`src/rtl/imem_loader.sv`:
```
// Boot-time program loader: receives a framed byte stream, writes big-endian
// 16-bit words into instruction memory from address 0, and holds the CPU in reset until a checksummed load completes.
module imem_loader #(
  parameter int ADDR_W = 8
) (
  input  logic              clk,
  input  logic              rst,
  input  logic              start,
  input  logic              in_valid,
  input  logic [7:0]        in_data,
  output logic              in_ready,
  output logic              imem_we,
  output logic [ADDR_W-1:0] imem_addr,
  output logic [15:0]       imem_wdata,
  output logic              cpu_hold,
  output logic              busy,
  output logic              done,
  output logic              err,
  output logic [2:0]        dbg_state
);

  // Handshake: a byte moves on a rising edge where in_valid && in_ready;
  // in_ready depends only on state, so the loader never stalls mid-frame.

  typedef enum logic [2:0] {
    S_IDLE, S_LEN_HI, S_LEN_LO, S_DATA_HI, S_DATA_LO, S_CHECK, S_DONE, S_ERR
  } state_t;

  localparam logic [16:0] CAP = 17'(1) << ADDR_W;

  state_t            state, state_next;
  logic              xfer;
  logic              receiving;
  logic              start_ok;
  logic [7:0]        len_hi_q;
  logic [7:0]        hi_q;
  logic [7:0]        chk_q;
  logic [15:0]       len_q;
  logic [15:0]       len_word;
  logic [ADDR_W:0]   cnt_q;
  logic [ADDR_W:0]   cnt_inc;
  logic              last_word;

  assign receiving = (state == S_LEN_HI) || (state == S_LEN_LO) ||
                     (state == S_DATA_HI) || (state == S_DATA_LO) ||
                     (state == S_CHECK);
  assign in_ready  = receiving;
  assign busy      = receiving;
  assign cpu_hold  = receiving || (state == S_ERR);
  assign err       = (state == S_ERR);
  assign dbg_state = state;

  assign xfer      = in_valid && in_ready;
  assign start_ok  = start && ((state == S_IDLE) || (state == S_DONE) || (state == S_ERR));
  assign len_word  = {len_hi_q, in_data};
  // One counter serves as both word count and write address.
  assign cnt_inc   = cnt_q + 1'b1;
  assign last_word = (16'(cnt_inc) == len_q);

  always_ff @(posedge clk or posedge rst) begin
    if (rst) state <= S_IDLE;
    else     state <= state_next;
  end

  always_comb begin
    state_next = state;
    case (state)
      S_IDLE, S_DONE, S_ERR: if (start_ok) state_next = S_LEN_HI;
      S_LEN_HI:  if (xfer) state_next = S_LEN_LO;
      S_LEN_LO: begin
        if (xfer) begin
          if ({1'b0, len_word} > CAP) state_next = S_ERR;
          else if (len_word == 16'd0) state_next = S_CHECK;
          else                        state_next = S_DATA_HI;
        end
      end
      S_DATA_HI: if (xfer) state_next = S_DATA_LO;
      S_DATA_LO: if (xfer) state_next = last_word ? S_CHECK : S_DATA_HI;
      S_CHECK:   if (xfer) state_next = (in_data == chk_q) ? S_DONE : S_ERR;
      default:   state_next = S_IDLE;
    endcase
  end

  always_ff @(posedge clk or posedge rst) begin
    if (rst) begin
      len_hi_q   <= '0;
      len_q      <= '0;
      hi_q       <= '0;
      chk_q      <= '0;
      cnt_q      <= '0;
      imem_we    <= 1'b0;
      imem_addr  <= '0;
      imem_wdata <= '0;
      done       <= 1'b0;
    end else begin
      imem_we <= 1'b0;
      done    <= 1'b0;
      if (start_ok) begin
        chk_q <= '0;
        cnt_q <= '0;
      end
      // The checksum byte itself is compared, not accumulated.
      if (xfer && state != S_CHECK) chk_q <= chk_q ^ in_data;
      case (state)
        S_LEN_HI:  if (xfer) len_hi_q <= in_data;
        S_LEN_LO:  if (xfer) len_q <= len_word;
        S_DATA_HI: if (xfer) hi_q <= in_data;
        S_DATA_LO: begin
          if (xfer) begin
            imem_we    <= 1'b1;
            imem_addr  <= cnt_q[ADDR_W-1:0];
            imem_wdata <= {hi_q, in_data};
            cnt_q      <= cnt_inc;
          end
        end
        S_CHECK:   if (xfer && in_data == chk_q) done <= 1'b1;
        default: ;
      endcase
    end
  end

endmodule

```
`config.mk`:
```
export PLATFORM = sky130hd
export DESIGN_NAME = imem_loader
export DESIGN_NICKNAME = d
export VERILOG_FILES = /design/src/rtl/imem_loader.sv
export SDC_FILE = /design/constraint.sdc
export NUM_CORES = 1
export LEC_CHECK = 0
export BUFFER_PORTS_ARGS = -buffer_cell sky130_fd_sc_hd__buf_2
export CAP_MARGIN = 10
export CORE_MARGIN = 1.5
export CORE_UTILIZATION = 40
export DETAILED_ROUTE_END_ITERATION = 7
export PLACE_DENSITY_LB_ADDON = 0.05
export SLEW_MARGIN = 20
export SYNTH_ARGS = -nofsm -noshare
export SYNTH_HDL_FRONTEND = slang
export SYNTH_SLANG_ARGS = --single-unit
```
`constraint.sdc`:
```
create_clock -name clk -period 6.4 [get_ports clk]
set_input_delay 0 -clock clk [delete_from_list [all_inputs] [get_ports clk]]
set_output_delay 0 -clock clk [all_outputs]
set_load 0.01 [all_outputs]
```
==> out/qor.yml, run 1 <==
wl_per_cell_um: 15.7
syn_to_final_growth_pct: 15.2
setup_tns_ns: 0
synthCells: 368
ys_warn_count: 0
syn_area_um2: 3690
antenna_found_initial: 0
drt-initial-drc-count: 96
cts_resized: 0
postCtsHoldBufs: 10
p_clk_frac: 0.184
crit_chain: "nor2_1 -> nand3_1 -> buf_4 -> inv_1 -> buf_4 -> nor2_1 -> o21ai_0 -> o31ai_1"
synth_area_per_cell_um2: 10.0
dpl_cell_area_um2: 3970
cpPeakStageDelay_ns: 0.61
ys_ff_latch: 78
setup_viol: 0
drive_gt1_frac: 0.248
die_area_um2: 9810
drv_slew: 0
rsz0062_at_grt: "false"
port_buffers: 44
leakage_nw: 1.98
syn-num-nets: 381
fp.dieW_um: 99.0
ios: 45
diodes: 0
drv_cap: 0
grt_max_degree: 79
p_switching_mw: 0.667
internal_power_mw: 1.14
whs_endpoint: "imem_wdata[2]$_DFFE_PP0P_"
worst_ep_arrival_time_ns: 2.74
rows: 34
track_usage: 0.180
h-tree-depth: 3
numCtsBuffers: 9
synth.area.top_cells: "dfrtp_1 53%, mux2_2 9.8%, nand2_1 8.5%"
reg2reg_slack_ns: 3.93
hold_violations: 0
dieHeight_um: 99.0
max_freq_mhz: 404
nets: 427
dr.pass1.iters: 4
worstSetupPathType: "flip-flop to flip-flop"
cts.sinks: 78
worstSetupEndpointType: "flip-flop"
yosys-top-cells-count: "84 x nand2_1, 78 x dfrtp_1, 32 x mux2_2"
status: "complete, no violations"
synth.most_common_cell: "nand2_1"
gp_congestion: 0.749
vdd_ir_drop_max_v: 0.000165
timing.rr.end: "cnt_q[3]$_DFF_PP0_"
synth.distinct_cells: 45
clock_latency_ns: 0.36
finClkSkew_ns: 0.0120
power_density_nw_per_um2: 426
ant_nets: 0
yosysSeqAreaShare: 0.529
worst_pin_slew_ns: 0.710
ctsRootBufferMaster: "clkbuf_8"
vias: 2754
min_delay_path_depth: 3
hp-class: "input pin to flip-flop"
synth_flop_cell: "dfrtp_1"
seq_power_share: 0.472
period_minus_slack_ns: 2.47
final_area_um2: 4250
rr_startpoint: "dbg_state[1]$_DFFE_PP0P_"
cts_setup_buffers: 0
grt_overflow_total: 0
swShare: 0.369
routed_wirelength_um: 8270
start_util: 0.417
routed_via_density: 5.23
cts.clk_slew.worst_paths_ns: 0.09
synth_edf_count: 0
hpwl_um: 5540
worstPathMaxFanout: 36
async_flop_share: 1.00
synth_top_area_cell: "dfrtp_1"
worstPathRequired_ns: 6.67
slowest_stage: "dfrtp_1"
combPwrFrac: 0.344
start_kind: "flip-flop"
drc: 0
min_period_over_period: 0.386
r2r_cells: 8
grt_pass1_vias: 2612
core_um2: 8850
cts_tree: "yes"
clockBufferDepth: 2
grt_pass1_wl_um: 13700
hold_start: "in_data[2]"
yosysTopAreaCellShare: 0.529
max_slew_margin: 0.527
cells by family (layout without fill, tap and decap cells):
kind of cell	after synthesis	count (layout)	share of synthesized area
multiplexers	33	33	0.100
AO/OA/AOI/OAI	59	59	0.102
XOR/XNOR	21	21	0.0499
adder cells (fa/ha/maj)	1	1	0.00339
flip-flops	78	78	0.529
AND/OR/NAND/NOR	146	146	0.180
buffers and inverters	30	81	0.0353
stage by stage:
step / hold WS [ns] / utilization / setup WS (ns) / std cells / power (mW)
final: 0.00983 / 0.480 / 3.93 / 527 / 1.81
after global routing: 0.0275 / 0.480 / 3.57 / 527 / 1.95
after CTS: 0.00920 / 0.480 / 3.85 / 527 / 1.83
after detailed placement: 0.311 / 0.449 / 3.87 / 501 / 1.49
after global placement: 0.325 / 0.449 / 3.99 / 501 / 1.48
after floorplan: 0.105 / - / 4.40 / 368 / 1.30
metal layers:
metal | vias to the layer above | share of wire | wire length (µm) | GRT usage
met5 | - | 0 | 0 | 0
met1 | 1375 | 0.50 | 4100 | 0.254
met4 | 0 | 0.012 | 98 | 0.0560
met3 | 10 | 0.022 | 182 | 0.0383
li1 | 1344 | - | - | -
met2 | 25 | 0.47 | 3890 | 0.279
area by class of cell:
type                            count  area, µm²
Clock inverter                      7       48.8
Inverter                            7       27.5
Timing Repair Buffer               58        354
Tap cell                          108        135
Sequential cell                    78       1950
Fill cell                         854       4600
Multi-Input combinational cell    260       1610
Clock buffer                        9        124
state kept, by name, indices dropped and copies added (netlist names):
register / count
chk_q: 8
cnt_q: 9
dbg_state: 3
done: 1
hi_q: 8
imem_addr: 8
imem_wdata: 16
imem_we: 1
len_hi_q: 8
len_q: 16
critical path, delay by kind of cell, from the launching register on:
family	cells	cell delay, ns
buffers and inverters	3	0.84
flip-flops	1	0.61
AO/OA/AOI/OAI	2	0.27
AND/OR/NAND/NOR	3	0.63
power groups by stage:
| stage | Sequential (mW) | Combinational, mW | Clock [mW] |
|---|---|---|---|
| CTS | 0.853 | 0.636 | 0.343 |
| floorplan | 0.840 | 0.457 | 0 |
| finish | 0.853 | 0.622 | 0.334 |
| global route | 0.884 | 0.703 | 0.362 |
| global placement | 0.857 | 0.619 | 0 |
| detailed placement | 0.863 | 0.630 | 0 |
worst max path at each step:
| stage | start | end | slack, ns | cells after the start |
|---|---|---|---|---|
| detailed placement | dbg_state[1]$_DFFE_PP0P_ | cnt_q[8]$_DFF_PP0_ | 3.87 | 8 |
| global route | dbg_state[1]$_DFFE_PP0P_ | cnt_q[3]$_DFF_PP0_ | 3.57 | 8 |
| CTS | dbg_state[1]$_DFFE_PP0P_ | cnt_q[6]$_DFF_PP0_ | 3.85 | 8 |
| finish | dbg_state[1]$_DFFE_PP0P_ | cnt_q[3]$_DFF_PP0_ | 3.93 | 8 |
| global placement | dbg_state[1]$_DFFE_PP0P_ | cnt_q[7]$_DFF_PP0_ | 3.99 | 8 |
| floorplan | rst | chk_q[0]$_DFFE_PP0P_ | 4.40 | 1 |
placed cells by master, fill, tap and decap left out, types with 9 or more instances in the layout:
master          n
nand2_1        84
dfrtp_1        78
buf_2          44
mux2_2         32
o21ai_0        29
nor2_1         20
xnor2_1        17
nand2b_1       10
dlygate4sd3_1  10
clkbuf_8        9
No activity file was read; power rests on OpenSTA's default activity.
==> run 2: changes to the inputs <==
- clock period: 6.4 -> 2.5 ns (I/O delays scaled with it)
==> run 2 against run 1 <==
Design area rose by 2.5%. Global-route usage rose by 0.11 points. Flip-flop and latch count did not move. Clock power rose to 3.2 times the previous value. Clock skew fell by 0.0019 ns. First-iteration DRC count fell by 30%. Die area did not move. Core utilization rose by 1.2 points. Combinational power rose to 2.7 times the previous value. Final cell count rose by 0.95%. Hold slack improved by 0.23 ns. Sequential share of layout area fell by 1.1 points. Critical endpoint is now dbg_state[2]$_DFFE_PP0P_. Highest routed layer unchanged.
==> out/qor.yml, run 2 (synthesis results as in run 1) <==
hpwl_um: 5480  # was 5540 µm
routed_wirelength_um: 8220  # was 8270 µm
hold_violations: 0  # unchanged
drv_cap: 0  # unchanged
h-tree-depth: 3  # unchanged
vias: 2750  # was 2754
ios: 45  # unchanged
grt_overflow_total: 0  # unchanged
critPathTopFamily: "simple AND/OR/NAND/NOR gates"  # was buffers and inverters
drt-initial-drc-count: 67  # was 96
core_um2: 8850  # unchanged
min_period_over_period: 0.816  # was 0.386
cts_setup_buffers: 0  # unchanged
rr_startpoint: "cnt_q[0]$_DFF_PP0_"  # was dbg_state[1]$_DFFE_PP0P_
nets: 432  # was 427
dieHeight_um: 99.0  # unchanged
gp_congestion: 0.818  # was 0.749
slowest_stage: "or4b_4"  # was dfrtp_1
dr.pass1.iters: 4  # unchanged
wl_per_cell_um: 15.4  # was 15.7 µm
drc: 0  # unchanged
antenna_found_initial: 0  # unchanged
track_usage: 0.181  # was 0.180
setup_ws_ns: 0.459  # was 3.93 ns
drv_slew: 0  # unchanged
worstSetupPathType: "flip-flop to flip-flop"  # unchanged
hp-class: "input pin to async pin"  # was input pin to flip-flop
start_kind: "flip-flop"  # unchanged
routed_via_density: 5.17  # was 5.23
placedCellCount: 505  # was 501
fp.dieW_um: 99.0  # unchanged
combPwrFrac: 0.344  # about the same
diodes: 0  # unchanged
largestRegisters: "imem_wdata x16, len_q x16, cnt_q x9"  # unchanged
rows: 34  # unchanged
timing.rr.end: "dbg_state[2]$_DFFE_PP0P_"  # was cnt_q[3]$_DFF_PP0_
finClkSkew_ns: 0.0101  # was 0.0120 ns
cts_resized: 0  # unchanged
swShare: 0.350  # was 0.369
ant_nets: 0  # unchanged
power_density_nw_per_um2: 1130  # was 426 nW/µm²
rsz0062_at_grt: "false"  # unchanged
clock_latency_ns: 0.35  # was 0.36 ns
cts_tree: "yes"  # unchanged
cpPeakStageDelay_ns: 0.54  # was 0.61 ns
reg2reg_slack_ns: 0.46  # was 3.93 ns
worst_ep_arrival_time_ns: 2.32  # was 2.74 ns
clockBufferDepth: 2  # unchanged
grt_pass1_vias: 2660  # was 2612
cts.sinks: 78  # unchanged
p_switching_mw: 1.72  # was 0.667 mW
multi_input_area_um2: 1610  # unchanged
numCtsBuffers: 9  # unchanged
period_minus_slack_ns: 2.04  # was 2.47 ns
fill_cells: 838  # was 854
die_area_um2: 9810  # unchanged
setup_tns_ns: 0  # unchanged
seq_power_share: 0.435  # was 0.472
seq_area_um2: 1950  # unchanged
layout.cells.non_filler: 532  # was 527
port_buffers: 44  # unchanged
p_clk_frac: 0.221  # was 0.184
fin_util: 0.492  # was 0.480
worstPathRequired_ns: 2.78  # was 6.67 ns
final_common_cell: "nand2_1"  # unchanged
crit_chain: "ha_1 -> nand2_1 -> or4b_4 -> a2111oi_4 -> a31o_1"  # was nor2_1 -> nand3_1 -> buf_4 -> inv_1 -> buf_4 -> nor2_1 -> o21ai_0 -> o31ai_1
max_slew_margin: 0.475  # was 0.527
start_util: 0.417  # unchanged
internal_power_mw: 3.19  # was 1.14 mW
vdd_ir_drop_max_v: 0.000502  # was 0.000165 V
grt_max_degree: 47  # was 79
drive_gt1_frac: 0.255  # was 0.248
max_freq_mhz: 490  # was 404 MHz
worstPathMaxFanout: 8  # was 36
path_buf_inv: 0  # was 3
finalPower_mw: 4.90  # was 1.81 mW
cts.clk_slew.worst_paths_ns: 0.09  # about the same
r2r_cells: 5  # was 8
status: "complete, no violations"  # unchanged
worst_pin_slew_ns: 0.783  # was 0.710 ns
worstSetupEndpointType: "flip-flop"  # unchanged
setup_viol: 0  # unchanged
pre_cts_slack_ns: 0.448  # was 3.87 ns
grt_pass1_wl_um: 13800  # was 13700 µm
layout_common_cells: "84 x nand2_1, 78 x dfrtp_1, 44 x buf_2, 32 x mux2_2, 29 x o21ai_0"  # unchanged
ctsRootBufferMaster: "clkbuf_8"  # unchanged
leakage_nw: 2.03  # was 1.98 nW
syn_to_final_growth_pct: 18.1  # was 15.2%
run 2: cell count changes in the layout (fill, tap and decap cells not counted):
cell	previous run	this run
buf_4	3	7
dlygate4sd3_1	10	11
bufinv_16	0	2
clkinv_2	4	1
buf_12	0	1
clkbuf_8	9	10
buf_6	1	0
run 2: what timing repair did:
action	in CTS	in global routing
endpoints found under the hold margin	44	0
hold buffers	11	0
endpoints found under the setup margin	0	0
run 2: worst max path at each step:
stage                                  start                        to  slack, ns  depth (start not counted)
floorplan                                rst      chk_q[0]$_DFFE_PP0P_       0.50                          1
global placement    dbg_state[0]$_DFFE_PP0P_      chk_q[5]$_DFFE_PP0P_       0.53                          4
detailed placement        cnt_q[0]$_DFF_PP0_  dbg_state[1]$_DFFE_PP0P_       0.45                          5
CTS                       cnt_q[0]$_DFF_PP0_  dbg_state[1]$_DFFE_PP0P_       0.45                          5
global route        dbg_state[0]$_DFFE_PP0P_      chk_q[1]$_DFFE_PP0P_       0.32                          4
finish                    cnt_q[0]$_DFF_PP0_  dbg_state[2]$_DFFE_PP0P_       0.46                          5
run 2: tightest hold or removal path: stages:
cell and delay, ns:
dlygate4sd3_1 0.53, buf_2 0.13, clkinv_2 0.39
run 2: area by class of cell:
type | instances | share of cell area
repair buffers | 63 | 0.0925
multi-input cells | 260 | 0.369
inverters | 7 | 0.00632
well taps | 108 | 0.0310
clock buffers | 10 | 0.0316
clock inverters | 6 | 0.0215
flip-flops and latches | 78 | 0.448
run 2: per-stage QoR:
| stage | hold slack, ns | cell area [µm²] |
|---|---|---|
| after floorplan | 0.105 | 3690 |
| after global placement | 0.0837 | 4010 |
| after detailed placement | 0.0784 | 4010 |
| after CTS | 0.240 | 4360 |
| after global routing | 0.286 | 4360 |
| final | 0.241 | 4360 |
run 2: power groups by stage:
| stage | sequential, mW | clock [mW] | combinational, mW |
|---|---|---|---|
| 6_report | 2.13 | 1.08 | 1.69 |
| 2_1_floorplan | 2.15 | 0 | 1.17 |
| 3_3_place_gp | 2.15 | 0 | 1.68 |
| 3_5_place_dp | 2.16 | 0 | 1.69 |
| 4_1_cts | 2.14 | 1.12 | 1.71 |
| 5_1_grt | 2.21 | 1.17 | 1.90 |
run 2: routing by layer:
metal  track usage  wire length (µm)  up-vias
met5             0                 0        -
met4        0.0637               129        0
met3        0.0411               218       15
met2         0.282              3840       42
met1         0.249              4030     1339
li1              -                 -     1354
